<file path="src/rtl/vga_timing_gen.sv">
// ---------------------------------------------------------------------------
// vga_timing_gen
//
// Raster timing for a 640x480@60 Hz display, clocked by the pixel clock.
// Two free-running counters (hc = column, vc = line) sweep the full raster,
// including blanking. Sync, blank and marker pulses are decoded directly
// from the counters. Delayed copies of hs/vs/blank line the VGA pins up with
// RGB that downstream renderers register PIPE_DELAY cycles after they see
// DrawX/DrawY.
//
// Ports:
//   vga_clk     in   pixel clock (only clock in the block)
//   reset       in   synchronous, active-high; restarts the raster at (0,0)
//   DrawX       out  [9:0] current column, 0..H_TOTAL-1
//   DrawY       out  [9:0] current line,   0..V_TOTAL-1
//   blank       out  1 = visible pixel, 0 = blanking interval
//   hs, vs      out  active-low sync, aligned with DrawX/DrawY
//   frame_start out  high while DrawX=0 and DrawY=0
//   line_end    out  high while DrawX=H_TOTAL-1
//   hs_d, vs_d  out  hs/vs delayed by PIPE_DELAY cycles (drive the VGA pins)
//   blank_d     out  blank delayed by PIPE_DELAY cycles
// ---------------------------------------------------------------------------
module vga_timing_gen #(
    parameter int H_VISIBLE  = 640,
    parameter int H_FRONT    = 16,
    parameter int H_SYNC     = 96,
    parameter int H_BACK     = 48,
    parameter int V_VISIBLE  = 480,
    parameter int V_FRONT    = 10,
    parameter int V_SYNC     = 2,
    parameter int V_BACK     = 33,
    parameter int PIPE_DELAY = 2
) (
    input  logic       vga_clk,
    input  logic       reset,
    output logic [9:0] DrawX,
    output logic [9:0] DrawY,
    output logic       blank,
    output logic       hs,
    output logic       vs,
    output logic       frame_start,
    output logic       line_end,
    output logic       hs_d,
    output logic       vs_d,
    output logic       blank_d
);

    localparam int H_TOTAL = H_VISIBLE + H_FRONT + H_SYNC + H_BACK;
    localparam int V_TOTAL = V_VISIBLE + V_FRONT + V_SYNC + V_BACK;

    localparam logic [9:0] H_LAST     = 10'(H_TOTAL - 1);
    localparam logic [9:0] V_LAST     = 10'(V_TOTAL - 1);
    localparam logic [9:0] H_VIS_END  = 10'(H_VISIBLE);
    localparam logic [9:0] V_VIS_END  = 10'(V_VISIBLE);
    localparam logic [9:0] H_SYNC_BEG = 10'(H_VISIBLE + H_FRONT);
    localparam logic [9:0] H_SYNC_END = 10'(H_VISIBLE + H_FRONT + H_SYNC);
    localparam logic [9:0] V_SYNC_BEG = 10'(V_VISIBLE + V_FRONT);
    localparam logic [9:0] V_SYNC_END = 10'(V_VISIBLE + V_FRONT + V_SYNC);

    // Value every delay stage holds after reset: hs=1, vs=1, blank=0.
    localparam logic [2:0] PIPE_IDLE = 3'b110;

    logic [9:0] hc_q, hc_d;
    logic [9:0] vc_q, vc_d;

    // ---------------------------------------------------------------------
    // Raster counters. vc only advances on the column wrap, so both wrap
    // together on the last pixel of the frame.
    // ---------------------------------------------------------------------
    always_comb begin
        hc_d = hc_q + 10'd1;
        vc_d = vc_q;
        if (hc_q == H_LAST) begin
            hc_d = '0;
            if (vc_q == V_LAST) begin
                vc_d = '0;
            end else begin
                vc_d = vc_q + 10'd1;
            end
        end
    end

    always_ff @(posedge vga_clk) begin
        if (reset) begin
            hc_q <= '0;
            vc_q <= '0;
        end else begin
            hc_q <= hc_d;
            vc_q <= vc_d;
        end
    end

    // ---------------------------------------------------------------------
    // Decodes, valid in the same cycle as the counter values.
    // ---------------------------------------------------------------------
    assign DrawX       = hc_q;
    assign DrawY       = vc_q;
    assign blank       = (hc_q < H_VIS_END) && (vc_q < V_VIS_END);
    assign hs          = !((hc_q >= H_SYNC_BEG) && (hc_q < H_SYNC_END));
    // vs depends only on the line, so it switches together with hc=0.
    assign vs          = !((vc_q >= V_SYNC_BEG) && (vc_q < V_SYNC_END));
    assign frame_start = (hc_q == 10'd0) && (vc_q == 10'd0);
    assign line_end    = (hc_q == H_LAST);

    // ---------------------------------------------------------------------
    // Delay line for {hs, vs, blank}. Stage 0 captures the live decode;
    // the last stage drives the pins. Reset flushes every stage to idle so
    // no sync pulse from before the reset can leak out afterwards.
    // ---------------------------------------------------------------------
    generate
        if (PIPE_DELAY == 0) begin : g_no_delay
            assign hs_d    = hs;
            assign vs_d    = vs;
            assign blank_d = blank;
        end else begin : g_delay
            logic [2:0] pipe_q [PIPE_DELAY];
            logic [2:0] pipe_d [PIPE_DELAY];

            always_comb begin
                pipe_d[0] = {hs, vs, blank};
                for (int i = 1; i < PIPE_DELAY; i++) begin
                    pipe_d[i] = pipe_q[i-1];
                end
            end

            always_ff @(posedge vga_clk) begin
                for (int i = 0; i < PIPE_DELAY; i++) begin
                    if (reset) begin
                        pipe_q[i] <= PIPE_IDLE;
                    end else begin
                        pipe_q[i] <= pipe_d[i];
                    end
                end
            end

            assign {hs_d, vs_d, blank_d} = pipe_q[PIPE_DELAY-1];
        end
    endgenerate

endmodule

</file>
<file path="config.mk">
export PLATFORM = sky130hd
export DESIGN_NAME = vga_timing_gen
export DESIGN_NICKNAME = d
export VERILOG_FILES = /design/src/rtl/vga_timing_gen.sv
export SDC_FILE = /design/constraint.sdc
export NUM_CORES = 1
export LEC_CHECK = 0
export ABC_AREA = 1
export CORE_MARGIN = 2
export CORE_UTILIZATION = 53
export CTS_CLUSTER_DIAMETER = 100
export CTS_CLUSTER_SIZE = 24
export DETAILED_ROUTE_END_ITERATION = 8
export GPL_TIMING_DRIVEN = 0
export PLACE_DENSITY = 0.84
export SYNTH_ARGS = -nofsm -noshare
export SYNTH_HDL_FRONTEND = slang
export SYNTH_SLANG_ARGS = --single-unit
</file>
<file path="constraint.sdc">
create_clock -name vga_clk -period 2.15 [get_ports vga_clk]
set_input_delay 0.43 -clock vga_clk [delete_from_list [all_inputs] [get_ports vga_clk]]
set_output_delay 0.43 -clock vga_clk [all_outputs]
set_load 0.1 [all_outputs]
</file>
==> tab_implementation.tex <==
\begin{tabular}{lr}
\hline
Metric & Value \\
\hline
\multicolumn{2}{l}{\textbf{Cells and area}} \\
Total inserted antenna cells & 0 \\
Final core utilization & between 70\% and 80\% \\
Commonest non-fill, non-tap cell in the layout & nand2\_1 \\
Post-route non-filler standard cell count & 261 \\
Area of all placed cells without fillers & about 0.0018 mm2 \\
Commonest cells after routing, fill and taps aside & 49 x nand2\_1, 31 x nor2\_1, 25 x inv\_1 \\
Area growth from synthesis to final layout & 34.0\% \\
Total Nets Final & between 200 and 250 \\
Share of layout cells above drive strength 1 & 21.2\% \\
\multicolumn{2}{l}{\textbf{Die}} \\
Placeable Area & 0.00241 mm2 \\
Initial standard-cell utilization of the core & $\sim$55\% \\
Die Y-Extent & between 50 and 60 um \\
Top-level port count & 30 \\
Die span in x & 53.9 um \\
Std cell rows & 18 \\
Area enclosed by the die boundary & 0.00291 mm2 \\
\multicolumn{2}{l}{\textbf{STA}} \\
Number of failing hold endpoints at the final stage & 0 \\
Setup repair after global routing missed its margin & yes \\
Highest Clock Rate & roughly 0.48 GHz \\
Smallest hold slack & between 0.4 and 0.5 ns \\
Crit path time final & 2.10 ns \\
Sum of negative setup slack & 0 ns \\
Tightest Pin Transition & 0.978 ns \\
Final Worst Setup Slack & roughly 0.046 ns \\
Normalized max-slew margin & between 30\% and 40\% \\
Final Skew & roughly 0.0031 ns \\
Final period util & slightly below 100\% \\
Count of pins over their slew limit & 0 \\
Final setup viols & 0 \\
\multicolumn{2}{l}{\textbf{Synthesis}} \\
Count of synthesis-stage warnings from yosys & 0 \\
Number of distinct library cells after synthesis & 20 \\
Portion of the post-synthesis area used by sequential elements & 39.4\% \\
Synthesized instance count & between 150 and 200 \\
Flip-flop and latch count after synthesis & 26 \\
Area of the mapped netlist & between 0.001 and 0.0015 mm2 \\
Post-Synthesis Mean Instance Area & approximately 6.7 um2 \\
Nets in the synthesized netlist & $\sim$200 \\
\multicolumn{2}{l}{\textbf{Clocking}} \\
Setup bufs post-CTS & 0 \\
Bufs on Longest Clock Path & 2 \\
Reg clk slew, reported paths & roughly 0.14 ns \\
H-Tree Level Count & 1 \\
Number of sinks on the clock net & 26 \\
Clock latency on the worst-skew pair & around 0.32 ns \\
Cell at the root of the clock tree & clkbuf\_4 \\
Hold buffer count at CTS & 0 \\
Cts bufs inserted & 3 \\
Clock tree from TritonCTS & done \\
\multicolumn{2}{l}{\textbf{Placed design}} \\
Worst slack at placement & -0.564 ns \\
Total instance count after detailed placement & 257 \\
Placed inst area & $\sim$0.0017 mm2 \\
Port buffer count & 29 \\
Placer Congestion & about 0.87 \\
Hpwl dp & $\sim$2300 um \\
\multicolumn{2}{l}{\textbf{Setup path}} \\
Register-to-Register Setup Slack & between 0.6 and 0.7 ns \\
Path depth of the worst reg2reg path & 8 \\
Worst Setup End Kind & primary output \\
Worst Setup Start Kind & register \\
Reg-to-Reg Start & DrawX[0] \\
Worst Path Required & approximately 1.7 ns \\
Data arrival time at the worst-slack endpoint & 1.67 ns \\
Worst-path fanout max & 10 \\
Worst Path Class, Setup & reg2out \\
Worst setup startpoint & DrawX[0] \\
\multicolumn{2}{l}{\textbf{Pwr}} \\
VDD IR max & between 400 and 500 uV \\
Power, Total & around 850 uW \\
Pwr per Cell Area & roughly 480 mW/mm2 \\
Leakage power & 0.840 nW \\
\multicolumn{2}{l}{\textbf{Detailed routing}} \\
Number of nets still failing antenna checks after routing & 0 \\
Vias per Instance & between 5 and 6 \\
Total Wirelength & $\sim$3200 um \\
Vias after detailed routing & approximately 1,400 \\
Post-route DRC violation count & 0 \\
Number of DRC violations after detailed-routing iteration 0 & between 50 and 60 \\
Routed length per instance & approximately 12 um \\
Detailed-router iteration count before antenna repair & 5 \\
\multicolumn{2}{l}{\textbf{Global route}} \\
Wire length of the first global-routing pass & just over 5000 um \\
Global router's overall resource usage & between 20\% and 30\% \\
Number of antenna violations at the first check in global routing & 0 \\
Pin count of the biggest net entering global routing & 15 \\
Aggregate global routing overflow & 0 \\
Via count of the first global-routing pass & 1,259 \\
\multicolumn{2}{l}{\textbf{Hold path}} \\
Type of the worst min-delay path & reg2reg \\
Worst Hold Depth & 2 \\
Startpoint of the tightest hold check path & g\_delay.pipe\_q[0][0] \\
\multicolumn{2}{l}{\textbf{Run}} \\
Total of max-cap violations & 0 \\
\multicolumn{2}{l}{\textbf{Outcome}} \\
Outcome & completed \\
\hline
\end{tabular}
[layout make-up]
class                           count  area, um2
Buffer                              2       22.5
Clock buffer                        4       36.3
Fill cell                         209        639
Inverter                           29        111
Multi-Input combinational cell    141        733
Sequential cell                    26        563
Tap cell                           30       37.5
Timing Repair Buffer               29        267
[timing repair]
item,in CTS,in global routing
gates cloned,0,0
resized for setup,54,9
pin swaps,0,2
endpoints found under the setup margin,28,5
[path summary, 6_finish.rpt]
check,end
worst max register to register,DrawY[3]
worst max-delay path,line_end
worst min-delay path,g_delay.pipe_q[1][0]
worst min register to register,g_delay.pipe_q[1][0]
[sequential cells by signal, indices dropped and copies added (netlist names)]
register and flops:
DrawX 10, DrawY 10, g_delay.pipe_q 6
[power breakdown]
group / total [mW] / internal, mW / switching [mW]
Clock: 0.245 / 0.104 / 0.141
Sequential: 0.487 / 0.481 / 0.00607
Combinational: 0.119 / 0.0317 / 0.0870
Total: 0.851 / 0.616 / 0.234
[routing by layer]
metal	part of all wire (%)	track usage [%]	up-vias
met5	0	0	-
met1	44	30.3	596
met2	48	41.5	64
li1	-	-	690
met4	1.5	9.40	0
met3	6.0	4.44	8
[cells in the mapped netlist, drive strengths merged]
| library cell | count | area share [%] |
|---|---|---|
| nand2 | 50 | 14 |
| nor2 | 34 | 11 |
| inv | 29 | 8.2 |
| dfxtp | 26 | 39 |
| nand3 | 24 | 9.1 |
| a21oi | 8 | 3.0 |
| nor3 | 8 | 3.0 |
| ha | 4 | 3.8 |
| nand4 | 4 | 1.9 |
| or2 | 3 | 1.4 |
| buf | 2 | 1.7 |
| xor2 | 2 | 1.3 |
| a211oi | 1 | 0.57 |
| and2 | 1 | 0.47 |
| nor3b | 1 | 0.57 |
| nor4 | 1 | 0.47 |
[critical path, cell delays in order (launching register included)]
cell and delay [ns]:
dfxtp_4 0.39, ha_2 0.20, nand2_2 0.07, nor2_4 0.13
nand2_1 0.09, nor2_4 0.13, buf_6 0.16, buf_12 0.18
[logic make-up after synthesis]
kind of cell	share of synthesized area [%]
AOI/OAI and AO/OA	3.60
xor gates and xnor gates	1.33
adders and majority gates	3.79
buffers and inverters	9.94
DFF	39.4
and+or+nand+nor	42.0
Power figures use the tool's default switching activity.
